===== src/rtl/booth_controller_6_bit.sv =====
// Control FSM for a radix-2 Booth multiplier: sequences the A/Q/Q-1/M datapath
// through WIDTH check/shift iterations and emits a one-cycle done pulse.
module booth_controller_6_bit #(
   parameter int WIDTH = 6
) (
   input  logic       clk,
   input  logic       rst,
   input  logic       start,
   input  logic       q0,
   input  logic       qm1,
   output logic       busy,
   output logic       done,
   output logic       clra,
   output logic       clrqm1,
   output logic       ldq,
   output logic       ldm,
   output logic       lda,
   output logic       addsub,
   output logic       shra,
   output logic       shrq,
   output logic       ldqm1,
   output logic [3:0] count
);

   typedef enum logic [2:0] {
      IDLE  = 3'd0,
      INIT  = 3'd1,
      CHECK = 3'd2,
      SHIFT = 3'd3,
      DONE  = 3'd4
   } state_t;

   localparam logic [3:0] ITERS = 4'(WIDTH);

   state_t state;
   logic   in_check;

   // Add/sub decode must track q0/qm1 in the same cycle, so it stays combinational.
   assign in_check = (state == CHECK);
   assign lda      = in_check & (q0 ^ qm1);
   assign addsub   = in_check & q0 & ~qm1;

   always_ff @(posedge clk or posedge rst) begin
      if (rst) begin
         state  <= IDLE;
         count  <= '0;
         busy   <= 1'b0;
         done   <= 1'b0;
         clra   <= 1'b0;
         clrqm1 <= 1'b0;
         ldq    <= 1'b0;
         ldm    <= 1'b0;
         shra   <= 1'b0;
         shrq   <= 1'b0;
         ldqm1  <= 1'b0;
      end else begin
         // Outputs are registered from the state being entered; pulses self-clear.
         busy   <= 1'b0;
         done   <= 1'b0;
         clra   <= 1'b0;
         clrqm1 <= 1'b0;
         ldq    <= 1'b0;
         ldm    <= 1'b0;
         shra   <= 1'b0;
         shrq   <= 1'b0;
         ldqm1  <= 1'b0;
         case (state)
            IDLE: begin
               if (start) begin
                  state  <= INIT;
                  busy   <= 1'b1;
                  clra   <= 1'b1;
                  clrqm1 <= 1'b1;
                  ldq    <= 1'b1;
                  ldm    <= 1'b1;
                  count  <= ITERS;
               end
            end
            INIT: begin
               state <= CHECK;
               busy  <= 1'b1;
            end
            CHECK: begin
               state <= SHIFT;
               busy  <= 1'b1;
               shra  <= 1'b1;
               shrq  <= 1'b1;
               ldqm1 <= 1'b1;
            end
            SHIFT: begin
               count <= (count == 4'd0) ? 4'd0 : count - 4'd1;
               if (count <= 4'd1) begin
                  state <= DONE;
                  done  <= 1'b1;
               end else begin
                  state <= CHECK;
                  busy  <= 1'b1;
               end
            end
            DONE: begin
               state <= IDLE;
               count <= '0;
            end
            default: begin
               state <= IDLE;
               count <= '0;
            end
         endcase
      end
   end

endmodule

===== config.mk =====
export PLATFORM = sky130hd
export DESIGN_NAME = booth_controller_6_bit
export DESIGN_NICKNAME = d
export VERILOG_FILES = /design/src/rtl/booth_controller_6_bit.sv
export SDC_FILE = /design/constraint.sdc
export NUM_CORES = 1
export LEC_CHECK = 0
export CORE_AREA = 5 5 42 44
export CTS_CLUSTER_SIZE = 30
export DETAILED_ROUTE_END_ITERATION = 12
export DIE_AREA = 0 0 47 49
export GPL_TIMING_DRIVEN = 0
export PLACE_DENSITY_LB_ADDON = 0.08
export SLEW_MARGIN = 0
export SYNTH_ARGS = -nofsm -noshare
export SYNTH_HDL_FRONTEND = slang
export SYNTH_SLANG_ARGS = --single-unit
export TNS_END_PERCENT = 10

===== constraint.sdc =====
create_clock -name clk -period 1.6 [get_ports clk]
set_clock_uncertainty 0.2 [all_clocks]
set_input_delay 0.16 -clock clk [delete_from_list [all_inputs] [get_ports clk]]
set_output_delay 0.16 -clock clk [all_outputs]
set_load 0.1 [all_outputs]

==> results.cfg <==
[worst_setup_path]
end_kind = primary output
start_kind = flip-flop
critPathRequiredTime_ns = 1.24
critPathMaxStageDelay_ns = 0.37
r2r-end = count[2]
critPathArrivalTime_ns = 1.42
crit_family = simple AND/OR/NAND/NOR gates
cp_cell_sequence = clkbuf_8 > nor2_4 > nand2_4 > nor3b_4 > buf_12
worstSetupPathType = reg2out
r2r-start = count[2]
cp_slowest_cell = dfrtp_1
worst-path-buf-inv = 2
cp_max_fo = 10
rrSetupSlack_ns = 0.09
reg2reg_depth = 3

[clock_network]
tritoncts = done
numCtsBuffers = 3
cts_max_level = 1
postCtsSetupRepairBufs = 0
clock_path_buffers = 2
cts_sinks = 11
root_buffer = clkbuf_4
insertion_delay_ns = 0.26
cts.reportedPaths.clkPinSlew_ns = 0.07

[drt]
first_iter_violations = 8
routed.top_layer = met4
dr.pass1.iters = 4
dr_wl_met3_um = 128
dr_wl_met2_um = 461
drc = 0
vias_per_cell = 4.82
vias = 424
wl_met1_um = 441
postRouteAntennaNets = 0
routed_wl_um = 1040
wire_per_inst_um = 11.8

[floorplan]
coreArea_mm2 = 0.00140
rows = 14
die_area_mm2 = 0.00230
pin_count = 20
start_util_pct = 36.2
die_w_um = 47
die_h_um = 49

[hold_path]
hp-start = start
min_to = state[0]
hp-class = in2reg
holdPathStages = 2

[synthesis]
avgSynthCellArea_um2 = 10.6
synth.most_common_cell = dfrtp_1
synth_cell_types = 23
synth_cells = 48
synth_common_cells = 11 x dfrtp_1, 5 x buf_4, 4 x nor2_1, 4 x nor3_1, 3 x nor3b_1
synth_area_um2 = 507
synth_edf_count = 0
syn_nets = 53
synth_largest_area_cell = dfrtp_1
yosysTopAreaCellShare_pct = 54.3
synth_warnings = 0
synth_area_leaders = dfrtp_1 54%, buf_4 7.4%, nor3b_1 4.4%
yosysSeqAreaShare_pct = 54.3
ys_async_sr_fraction_pct = 100
synth_seq_cells = 11
synth_ff_type = dfrtp_1

[status]
status = finished, violations left
violations = setup timing

[placement]
dp_hpwl_um = 767
port_buffers = 19
place_inst = 83
place.gp.congestion = 0.749
placed_area_um2 = 754

[layout]
postLayoutCoreUtil_pct = 56.3
fin_area_um2 = 790
fin_nets = 78
stdcell_count = 88
drive_gt1_share_pct = 52.8
area_growth_pct = 55.8
diodes = 0

[sta]
timing.final.ws_setup_ns = -0.182
maxSlewHeadroom_pct = 63.8
rsz0062_at_grt = yes
whs_ns = 0.344
setup_viol = 2
max_freq_mhz = 561
finalMaxSlewViolations = 0
post-route-min-period_ns = 1.78
worstMarginPinSlew_ns = 0.546
period_share_pct = 111
report.final.hold_viol_count = 0

[global_routing]
gr-total-overflow = 0
grt_max_degree = 12
grt_pass1_vias = 376
antenna_found_initial = 0
grt_usage_pct = 9.72
grt_pass1_wl_um = 1650

[job]
cap_violations = 0
## repair_timing
| item | in CTS | in global routing |
|---|---|---|
| pin swaps | 2 | 1 |
| hold endpoints to repair | 11 | 0 |
| gates resized for setup | 66 | 8 |
| endpoints found under the setup margin | 15 | 9 |
| hold buffers | 1 | 0 |
## cell usage in the layout, fill, tap and decap left out, drive strengths merged, types with 2 or more instances in the layout
cell	n
or4	2
clkdlybuf4s50	4
nor3b	3
dfrtp	11
clkdlybuf4s15	3
nor2	4
nand2	2
inv	2
clkbuf	6
a31oi	2
buf	16
nor3	4
## cells by family (layout without fill, tap and decap cells)
group | Yosys count | count (layout) | synth area share [%]
xor gates and xnor gates | 1 | 1 | 1.73
AOI/OAI and AO/OA | 6 | 6 | 7.41
DFF | 11 | 11 | 54.3
buffers and inverters | 8 | 32 | 9.63
and+or+nand+nor | 22 | 22 | 26.9
## stage by stage
step	setup slack, ns	TNS, ns
floorplan	-0.298	-1.77
CTS	-0.228	-0.443
detailed placement	-0.797	-5.60
finish	-0.182	-0.233
global route	-0.244	-0.359
global placement	-0.801	-5.46
## routing by layer
layer	vias up	GRT usage [%]
met4	0	4.15
li1	216	-
met1	185	13.6
met3	2	2.21
met2	21	14.0
met5	-	0
## worst reg2reg max path: cells and delay by family, from the launching register on
kind            cells  cell delay [ns]
compound gates      1             0.13
simple gates        2             0.67
flops               1             0.43
## final cells by class
type,count,area (µm²)
repair buffers,20,186
well taps,16,20.0
multi-input cells,29,216
inverters,2,7.51
plain buffers,6,51.3
flip-flops and latches,11,282
fillers,138,612
clock buffers,4,26.3
## worst max path at each step
stage,start,to,slack (ns),depth (start not counted)
after floorplan,state[2],addsub,-0.30,4
after global placement,state[2],addsub,-0.80,5
after detailed placement,state[2],addsub,-0.80,5
after CTS,count[3],count[3],-0.23,1
after global routing,state[2],addsub,-0.24,5
final,state[2],addsub,-0.18,5
## registers in the layout (all words and copies together), names as in the netlist
register,flops
done,1
ldm,1
ldqm1,1
count,4
state,3
busy,1
Power is not shown: default switching activity piles up to over one toggle a cycle in this logic, so the estimate is an artifact.
==> patch: new RTL, same settings <==
Encoding of `state_t`: now Gray code (3 bits for 5 states).
--- a/src/rtl/booth_controller_6_bit.sv
+++ b/src/rtl/booth_controller_6_bit.sv
@@ -23,11 +23,11 @@
 );
 
    typedef enum logic [2:0] {
-      IDLE  = 3'd0,
-      INIT  = 3'd1,
-      CHECK = 3'd2,
-      SHIFT = 3'd3,
-      DONE  = 3'd4
+      IDLE  = 3'b000,
+      INIT  = 3'b001,
+      CHECK = 3'b011,
+      SHIFT = 3'b010,
+      DONE  = 3'b110
    } state_t;
 
    localparam logic [3:0] ITERS = 4'(WIDTH);
Function: no difference found for any inputs over 10 cycles, from zero or initial values and one cycle with rst high; not proved beyond that.
==> patch against the unedited design <==
  * Cell count up 10%
  * Worst hold slack better by 0.029 ns
  * Critical path type unchanged
  * Sequential cell count unchanged
  * Setup slack better by 0.058 ns
  * Non-clock buffer count up 4
  * The flow still finishes with violations (negative setup slack)
  * Wire length up 14%
  * Largest cell class unchanged
  * Area after synthesis up 4.2%
  * Final area up 5.4%
Power is left out: the tool's default activity adds up to more than one toggle a clock period on the data nets, which glitch-free logic cannot reach.
==> patch: results (changes against the unedited design) <==
run_status:
  status: "finished, violations left"
  failed_checks: "negative setup slack"
placed_design:
  placed_cell_area_um2: 779  # +3.3%
  dp_cells: 89  # +7.2%
  place_congestion: 0.836  # +12%
  place_hpwl_um: 848  # +11%
route:
  drt_iter0_drc: 2  # -6
  avgRoutedWirePerCell_um: 12.2  # +3.7%
  viasPerCell: 4.89  # +1.4%
final_layout:
  nFillCells: 128  # -7.2%
  multiInputGateArea_um2: 218  # +0.58%
  clock_area_share_pct: 3.16  # -0.17 points
  ff_latch_area_um2: 277  # -1.8%
  antenna_cells: 0  # unchanged
  bufAreaShareNonClock_pct: 32.3  # +2.2 points
  syn_to_final_growth_pct: 57.6
  layout.cells.non_filler: 97  # +10%
  nMultiInputCombCells: 32  # +10%
  signal_buffers: 30  # +15%
  final_net_count: 87  # +12%
  inverters: 4  # +2
  drive_gt1_share_pct: 43.2  # -9.6 points
setup_path:
  reg2reg_slack_ns: 0.12  # +0.03 ns
  crit_path_max_incr_delay_ns: 0.39  # +0.02 ns
  slowest_stage: "dfrtp_1"
  cp.arrival_ns: 1.36  # -0.06 ns
  cp_max_fo: 6  # -4
timing:
  slew_headroom_pct: 63.7  # -0.071 points
  fin_hold_ws_ns: 0.373  # +0.0293 ns
  fin_ws_ns: -0.124  # +0.0579 ns
  finalSetupViolCount: 2  # unchanged
  tns_ns: -0.183  # +0.0497 ns
synthesis:
  synth_commonest_cells: "dfrtp_1, nor2_1, buf_4, nor3_1, inv_1"
  synth_cell_type_count: 25  # +8.7%
  avgSynthCellArea_um2: 9.78  # -7.4%
  ys_seq_area_share_pct: 52.1  # -2.2 points
  ys_seq_elements: 11  # unchanged
  synth_nets: 59  # +11%
  synth_xor_area_share_pct: 1.66  # -0.070 points
  synth_compound_area_share_pct: 14.0  # +6.6 points
  synth_area_leaders: "dfrtp_1, buf_4, nor3_1, nor2_1, a21oi_1"
grt:
  grt.total_usage_pct: 11.4  # +1.7 points
  grt_pass1_wl_um: 1940  # +18%
  grt_pass1_vias: 436  # +16%
clock_tree:
  clk_latency_ns: 0.27
worst_hold_path:
  min_path_type: "reg2reg"
==> patch: cell types whose count changed in the layout (fill, tap and decap cells not counted), moves of 3 or more <==
cell | before | now
dfrtp_1 | 6 | 10
dfrtp_2 | 5 | 1
buf_4 | 10 | 13
nor2_1 | 2 | 5
==> patch: kinds of logic (layout without fill, tap and decap cells) <==
logic type,Yosys count,in the layout
AOI/OAI and AO/OA,11,11
xor gates and xnor gates,1,1
buffers and inverters,11,38
DFF,11,11
and+or+nand+nor,20,20
==> patch: worst max-delay path: cells and delay by family, from the launching register on <==
kind / cells / cell delay, ns
buffers and inverters: 3 / 0.39
DFF: 1 / 0.39
and+or+nand+nor: 2 / 0.31
==> patch: final timing paths <==
kind | startpoint | end | cells after the start
setup / recovery | state[2]$_DFFE_PP0N_ | addsub | 5
hold / removal | count[3]$_DFFE_PP0P_ | count[3]$_DFFE_PP0P_ | 1
setup reg to reg | state[0]$_DFFE_PP0N_ | count[2]$_DFFE_PP0P_ | 4
hold reg to reg | count[3]$_DFFE_PP0P_ | count[3]$_DFFE_PP0P_ | 1
max in group asynchronous | rst | state[1]$_DFFE_PP0N_ | 3
min in group asynchronous | rst | busy$_DFF_PP0_ | 3
==> patch: what timing repair did <==
action / CTS / global route
gates resized for setup: 68 / 8
buffers inserted: 0 / 3
hold buffers: 1 / 0
endpoints found under the setup margin: 15 / 3
pin swaps: 0 / 1
endpoints found under the hold margin: 11 / 0
==> patch: metal layers <==
| metal | up-vias | GRT usage [%] | part of all wire (%) |
|---|---|---|---|
| met2 | 24 | 17.6 | 46 |
| met5 | - | 0 | 0 |
| met3 | 5 | 2.21 | 9.8 |
| li1 | 234 | - | - |
| met1 | 211 | 14.7 | 41 |
| met4 | 0 | 5.53 | 3.2 |
